$ cat config.mk
export PLATFORM = sky130hd
export DESIGN_NAME = shift_add_multiplier
export DESIGN_NICKNAME = d
export VERILOG_FILES = /design/src/rtl/mult_pkg.sv /design/src/rtl/carry_lookahead_adder.sv /design/src/rtl/shift_add_multiplier.sv
export SDC_FILE = /design/constraint.sdc
export NUM_CORES = 1
export LEC_CHECK = 0
export ABC_AREA = 1
export CAP_MARGIN = 20
export CORE_UTILIZATION = 40
export DETAILED_ROUTE_END_ITERATION = 10
export GPL_TIMING_DRIVEN = 0
export SETUP_SLACK_MARGIN = 0.15
export SLEW_MARGIN = 20
export SYNTH_ARGS = -nofsm -noshare
export SYNTH_HDL_FRONTEND = slang
export SYNTH_SLANG_ARGS = --single-unit
export TNS_END_PERCENT = 20
$ cat constraint.sdc
create_clock -name clk -period 5.2 [get_ports clk]
set_input_delay 1.04 -clock clk [delete_from_list [all_inputs] [get_ports clk]]
set_output_delay 1.04 -clock clk [all_outputs]
set_load 0.03 [all_outputs]
$ cat src/rtl/mult_pkg.sv
// mult_pkg: shared FSM state type and counter-width helper for the shift-add multiplier
package mult_pkg;
    typedef enum logic [1:0] {IDLE, BUSY, DONE} state_t;

    function automatic int cnt_width(input int w);
        return $clog2(w + 1);
    endfunction
endpackage

$ cat src/rtl/carry_lookahead_adder.sv
// carry_lookahead_adder: WIDTH-bit adder with every carry formed directly from generate/propagate terms
module carry_lookahead_adder #(
    parameter int WIDTH = 8
) (
    input  logic [WIDTH-1:0] a,
    input  logic [WIDTH-1:0] b,
    input  logic             cin,
    output logic [WIDTH-1:0] sum,
    output logic             cout
);
    logic [WIDTH-1:0] g;
    logic [WIDTH-1:0] p;
    logic [WIDTH:0]   c;

    // c[k] = g[k-1] | p[k-1]g[k-2] | ... | p[k-1..0]cin, flattened rather than rippled
    function automatic logic carry_into(input int k, input logic [WIDTH-1:0] gv, input logic [WIDTH-1:0] pv, input logic ci);
        logic r;
        logic pr;
        r  = 1'b0;
        pr = 1'b1;
        for (int j = k - 1; j >= 0; j--) begin
            r  = r | (pr & gv[j]);
            pr = pr & pv[j];
        end
        return r | (pr & ci);
    endfunction

    assign g = a & b;
    assign p = a ^ b;

    for (genvar i = 0; i <= WIDTH; i++) begin : g_carry
        assign c[i] = carry_into(i, g, p, cin);
    end

    assign sum  = p ^ c[WIDTH-1:0];
    assign cout = c[WIDTH];
endmodule

$ cat src/rtl/shift_add_multiplier.sv
// shift_add_multiplier: radix-2 sequential unsigned multiplier, one partial product per cycle, valid/ready handshakes
module shift_add_multiplier
    import mult_pkg::*;
#(
    parameter int WIDTH = 8
) (
    input  logic               clk,
    input  logic               rst,
    input  logic               start_valid,
    output logic               start_ready,
    input  logic [WIDTH-1:0]   a,
    input  logic [WIDTH-1:0]   b,
    output logic               result_valid,
    input  logic               result_ready,
    output logic [2*WIDTH-1:0] product,
    output logic               busy
);
    localparam int CW = cnt_width(WIDTH);

    state_t                 state;
    state_t                 state_nx;
    logic [WIDTH-1:0]       mcand;
    logic [WIDTH-1:0]       acc_hi;
    logic [WIDTH-1:0]       acc_lo;
    logic [WIDTH-1:0]       addend;
    logic [WIDTH-1:0]       sum;
    logic                   cout;
    logic [CW-1:0]          cnt;
    logic                   last;
    logic [2*WIDTH-1:0]     step;

    assign addend = acc_lo[0] ? mcand : '0;
    assign last   = cnt == CW'(WIDTH - 1);
    // carry-out becomes the new MSB as the whole accumulator shifts right
    assign step   = {cout, sum, acc_lo[WIDTH-1:1]};

    carry_lookahead_adder #(.WIDTH(WIDTH)) u_add (
        .a   (acc_hi),
        .b   (addend),
        .cin (1'b0),
        .sum (sum),
        .cout(cout)
    );

    always_ff @(posedge clk) begin
        if (rst) state <= IDLE;
        else     state <= state_nx;
    end

    always_comb begin
        state_nx     = state;
        state_nx     = (state == IDLE && start_valid)  ? BUSY :
                       (state == BUSY && last)         ? DONE :
                       (state == DONE && result_ready) ? IDLE : state;
        start_ready  = state == IDLE;
        result_valid = state == DONE;
        busy         = state != IDLE;
    end

    // product is a separate register so it survives the return to IDLE and the next load
    always_ff @(posedge clk) begin
        if (rst) begin
            mcand   <= '0;
            acc_hi  <= '0;
            acc_lo  <= '0;
            cnt     <= '0;
            product <= '0;
        end else if (state == IDLE && start_valid) begin
            mcand  <= a;
            acc_hi <= '0;
            acc_lo <= b;
            cnt    <= '0;
        end else if (state == BUSY) begin
            {acc_hi, acc_lo} <= step;
            cnt              <= cnt + CW'(1);
            if (last) product <= step;
        end
    end
endmodule

==> After elaboration in Yosys (flattened, before gate mapping) <==
Cells that the tools add are included.
{ "totals": {"register_bits": 46, "in_bits": 20, "output_inout_bits": 19, "word_cells": 108} }
{ "op_classes": {"add_sub_neg": 1, "eq_ne": 3, "muxes": 6, "bitwise": 81, "n_reduce_logical": 10} }
{ "ops": {"columns": ["operator", "n"], "rows": [
  ["bitwise AND 1 bit", 49],
  ["bitwise OR 1 bit", 28],
  ["two-way mux 8 bit", 3],
  ["XOR 8 bit", 2],
  ["bitwise AND 8 bit", 1],
  ["nonzero test 2 bit", 3],
  ["adder 4 x 1 -> 4 bit (second input constant)", 1],
  ["equality test 4 x 3 -> 1 bit (second input constant)", 1],
  ["two-way mux 2 bit", 2],
  ["logical AND 1 bit", 3],
  ["AND reduction 3 bit", 1],
  ["nonzero test 3 bit", 1],
  ["equality test 2 x 1 -> 1 bit (second input constant)", 1],
  ["equality test 2 bit (second input constant)", 1],
  ["logical NOT 2 bit", 1],
  ["OR reduction 2 bit", 1],
  ["two-way mux 1 bit", 1],
  ["NOT 1 bit", 1]
]} }

==> Longest topological paths before layout <==
{ "logic_depth": {"depth_word": 12, "mapped_depth": 13, "mapped_depth_nobuf": 12} }

==> Cells and area by module <==
From an unflattened synthesis, not the netlist that was laid out.
{ "hier_totals": {"hier_cells": 371, "area_unflattened_um2": 2384.8} }
{ "by_module_without_submodules": {"columns": ["module", "n_inst", "cells_per_inst", "area_each_um2", "seq_area_each_um2"], "rows": [
  ["shift_add_multiplier", 1, 299, 1960.6, 920.9],
  ["carry_lookahead_adder", 1, 72, 424.2, 0.0]
]} }

==> Worst setup path before layout <==
No wires, ideal clock.
{ "synth_path": {"path_type": "reg-to-output", "startpoint": "register state[1]", "endpoint": "output busy", "t_arrival_ns": 1.003, "required_ns": 4.160, "setup_slack_ns": 3.157, "path_stages_with_launch": 3, "n_path_buf": 0, "path_cell_list": "dfxtp_1 > nor2_2 > inv_1"} }
{ "synth_via": {"elab_chain_len": 1} }
{ "synth_rtl": {"columns": ["item", "line_no", "source"], "rows": [
  ["from (decl)", "shift_add_multiplier.sv:20", "state_t state;"],
  ["from (signal assigned)", "shift_add_multiplier.sv:47", "else state <= state_nx;"],
  ["nonzero test 2 bit", "shift_add_multiplier.sv:57", "busy = state != IDLE;"],
  ["to (decl)", "shift_add_multiplier.sv:16", "output logic busy"]
]} }
No other way between the ends.

==> Final worst setup path <==
{ "layout_path": {"startpoint": "register state[1]", "endpoint": "output result_valid"} }
{ "layout_via": {"elab_chain_len": 1} }
{ "layout_rtl": {"columns": ["item", "line_no", "source"], "rows": [
  ["equality test 2 bit", "shift_add_multiplier.sv:56", "result_valid = state == DONE;"],
  ["to (decl)", "shift_add_multiplier.sv:13", "output logic result_valid,"]
]} }
No other way between the ends.

==> summary.md <==
| Metric | Value |
|---|---|
| Status | completed |
| Post-CTS sizing | 0 |
| Data required time of the worst path | 4.16 ns |
| Largest net degree at the start of global routing | 16 |
| Rel. slew slack | 62.2% |
| Gpl congestion | 0.838 |
| Power, Total | 0.798 mW |
| Num CTS Buffers | 5 |
| Post-Syn Nets | 358 |
| Met3 usage | 3.72% |
| FP Rows | 27 |
| RSZ-0062 raised after global routing | false |
| Post-DR wirelength/cell | 11.5 µm |
| CP cell instances | inv_1 > nor2_1 > clkdlybuf4s50_1 |
| Final Hold Vio Count | 0 |
| HPWL Detailed | 3.87 mm |
| Crit path DAT | 1.60 ns |
| Core Area | approximately 5500 µm² |
| First-pass GRT wire length | 8.58 mm |
| Met2 usage | 27.2% |
| Final setup fails | 0 |
| CP endpoint kind | output pin |
| Post-synthesis xor/xnor area fraction | 1.51% |
| Setup_tns | 0 ns |
| Ports | 39 |
| Sequential share of the synthesized area | 39.7% |
| Clk_skew | 0.00552 ns |
| Layout cells sized above 1 | under 10% |
| Slew @ Worst Pin | 0.567 ns |
| Synth Instances | 327 |
| Post-CTS Setup Inserts | 0 |
| Final slew viol count | 0 |
| H-Tree Depth | 2 |
| Syn Std Cell Area | 2320 µm² |
| Die area | 6110 µm² |
| Share of power burned in registers | 47.1% |
| Sw Ratio | 24.5% |
| Psw | 0.195 mW |
| Final period utilization | 50.8% |
| Largest family of logic cells by synthesized area | simple AND/OR/NAND/NOR gates |
| DR DRC count | 0 |
| Kind of critical path | reg -> out |
| Hold Buf Count CTS | 0 |
| Iter 0 DRT Violations | 106 |
| FF-to-FF path depth | 9 |
| GRT Overall Usage | 18.0% |
| Synth Area in Simple Gates | roughly 32% |
| Critical path launch point type | flip-flop |
| CP max-delay cell | clkdlybuf4s50_1 |
| Multi-input combinational cell area | 1160 µm² |
| FMAX | 379 MHz |
| Final ANT Viol Nets | 0 |
| Longest Clk Path Bufs | 2 |
| Initial antenna violation count | 0 |
| Slowest stage delay, CP | ~0.67 ns |
| Grt peak-use layer | met2 |
| Grt total ovfl | 0 |
| Die Width | 78.2 µm |
| Clock period minus worst slack | 2.64 ns |
| Peak VDD IR | between 0.00015 and 0.0002 V |
| Mean Syn Cell Area | 7.09 µm² |
| Commonest cells after routing, fill and taps aside | nand2_1, nor2_1, dfxtp_1, inv_1, clkdlybuf4s50_1 |
| HP Class | reg -> reg |
| Vias in the first global route | 1,833 |
| Min-Delay Startpoint | product[9]$_SDFFE_PP0P_ |
| Combinational power share | a little over an eighth |
| Yosys warnings | 0 |
| Root buf cell | clkbuf_8 |
| Initial Utilization | about two fifths |
| Int Power | around 0.60 mW |
| Worst skew pair latency | 0.30 ns |
| Clock transition at path regs | 0.09 ns |
| Synth Area in Compound Gates | 9.92% |
| CTS sink count | 46 |
| Critical Path Start | state[1]$_SDFFE_PP0P_ |
| Register area | 921 µm² |
| Final WL | roughly 5 mm |
| Hold depth | 2 |
| Antenna fix cells | 0 |
| Die H | 78.2 µm |
| PD cells | around 270 nW/µm² |
| Leakage | 1.31 nW |
| CP delay by family, top | buffers and inverters |
| Count of cell types in the netlist | 31 |
| Nets | around 400 |
| Fillers | about 590 |
| Post-synthesis mux area share | 0% |
| DRT Pass-1 Iters | 4 |
| M1 GR Usage | roughly 25% |
| RR Startpoint | acc_lo[0]$_SDFFE_PP0P_ |
| Layout area overhead | 25.8% |
| CTS tree | built |
| Buffers on Ports | 37 |
| Commonest non-fill, non-tap cell in the layout | nand2_1 |
| Clock share of power | 39.8% |
| WP depth | 3 |
| Vias | 2,101 |
| Maximum capacitance violations | 0 |
| CP Buf/Inv Count | 2 |
| Flops & latches, synth | 46 |
| Crit path max fanout | 4 |
| Adder-cell share of the synthesized area | 6.26% |
| Via density | 4.73 |
-- power by group through the flow --
stage               Clock (mW)  Combinational (mW)  Sequential [mW]
floorplan                    0              0.0700            0.382
detailed placement           0               0.104            0.384
finish                   0.318               0.104            0.376
global route             0.340               0.116            0.378
global placement             0               0.103            0.384
CTS                      0.324               0.105            0.376
-- metrics by stage --
stage / area [µm²] / setup slack (ns) / util [%] / instances / hold slack [ns]
after CTS: 2920 / 2.54 / 52.7 / 444 / 0.493
after detailed placement: 2780 / 2.88 / 50.2 / 436 / 0.471
after floorplan: 2320 / 3.16 / - / 327 / 0.454
after global routing: 2920 / 2.42 / 52.7 / 444 / 0.512
after global placement: 2780 / 2.88 / 50.2 / 436 / 0.463
final: 2920 / 2.56 / 52.7 / 444 / 0.487
-- flip-flops by register name, indices dropped and copies added, names as in the netlist --
signal / count
state: 2
cnt: 4
mcand: 8
acc_hi: 8
acc_lo: 8
product: 16
-- per-layer routing --
layer	wire [µm]	part of all wire, %
met2	2120	41
met5	0	0
met4	60	1.2
met1	2740	53
met3	204	4.0
-- cells by family (layout without fill, tap and decap cells) --
family / count (synthesis) / in the layout
simple gates: 169 / 169
buf+inv: 54 / 99
flops: 46 / 46
compound gates: 43 / 43
fa+ha+maj: 11 / 11
xor+xnor: 4 / 4
-- cells in the mapped netlist, drive strengths merged --
cell type   n  area, µm²
clkbuf      4       25.0
nor3        2       15.0
o21a        1       7.51
xor2        2       17.5
nand3      20        100
fa          1       20.0
ha         10        125
o21bai      1       7.51
nand2      70        270
xnor2       2       17.5
nor2       73        329
o21ai      23        115
a21oi      10       50.1
dfxtp      46        921
buf         7       48.8
and2        1       6.26
nand4       3       25.0
inv        43        169
a31oi       8       50.1
-- area by class of cell --
| type | count | area share [%] |
|---|---|---|
| timing repair buffer | 37 | 12.7 |
| tap | 72 | 3.09 |
| inverter | 43 | 5.79 |
| clock buffer | 5 | 2.36 |
| buffer | 11 | 2.53 |
| clock inverter | 3 | 2.36 |
| multi-input combinational | 227 | 39.6 |
| sequential | 46 | 31.6 |
-- final timing paths --
| check | to | slack, ns |
|---|---|---|
| max reg2reg | product[9]$_SDFFE_PP0P_ | 3.22 |
| min reg2reg | product[9]$_SDFFE_PP0P_ | 0.49 |
| max | result_valid | 2.56 |
| min | product[9]$_SDFFE_PP0P_ | 0.49 |
-- tightest hold or removal path, cell delays in order, from the launching register on --
cell,delay [ns]
dfxtp_1,0.33
nor2_1,0.04
nor2_1,0.08
Power figures use the tool's default switching activity.
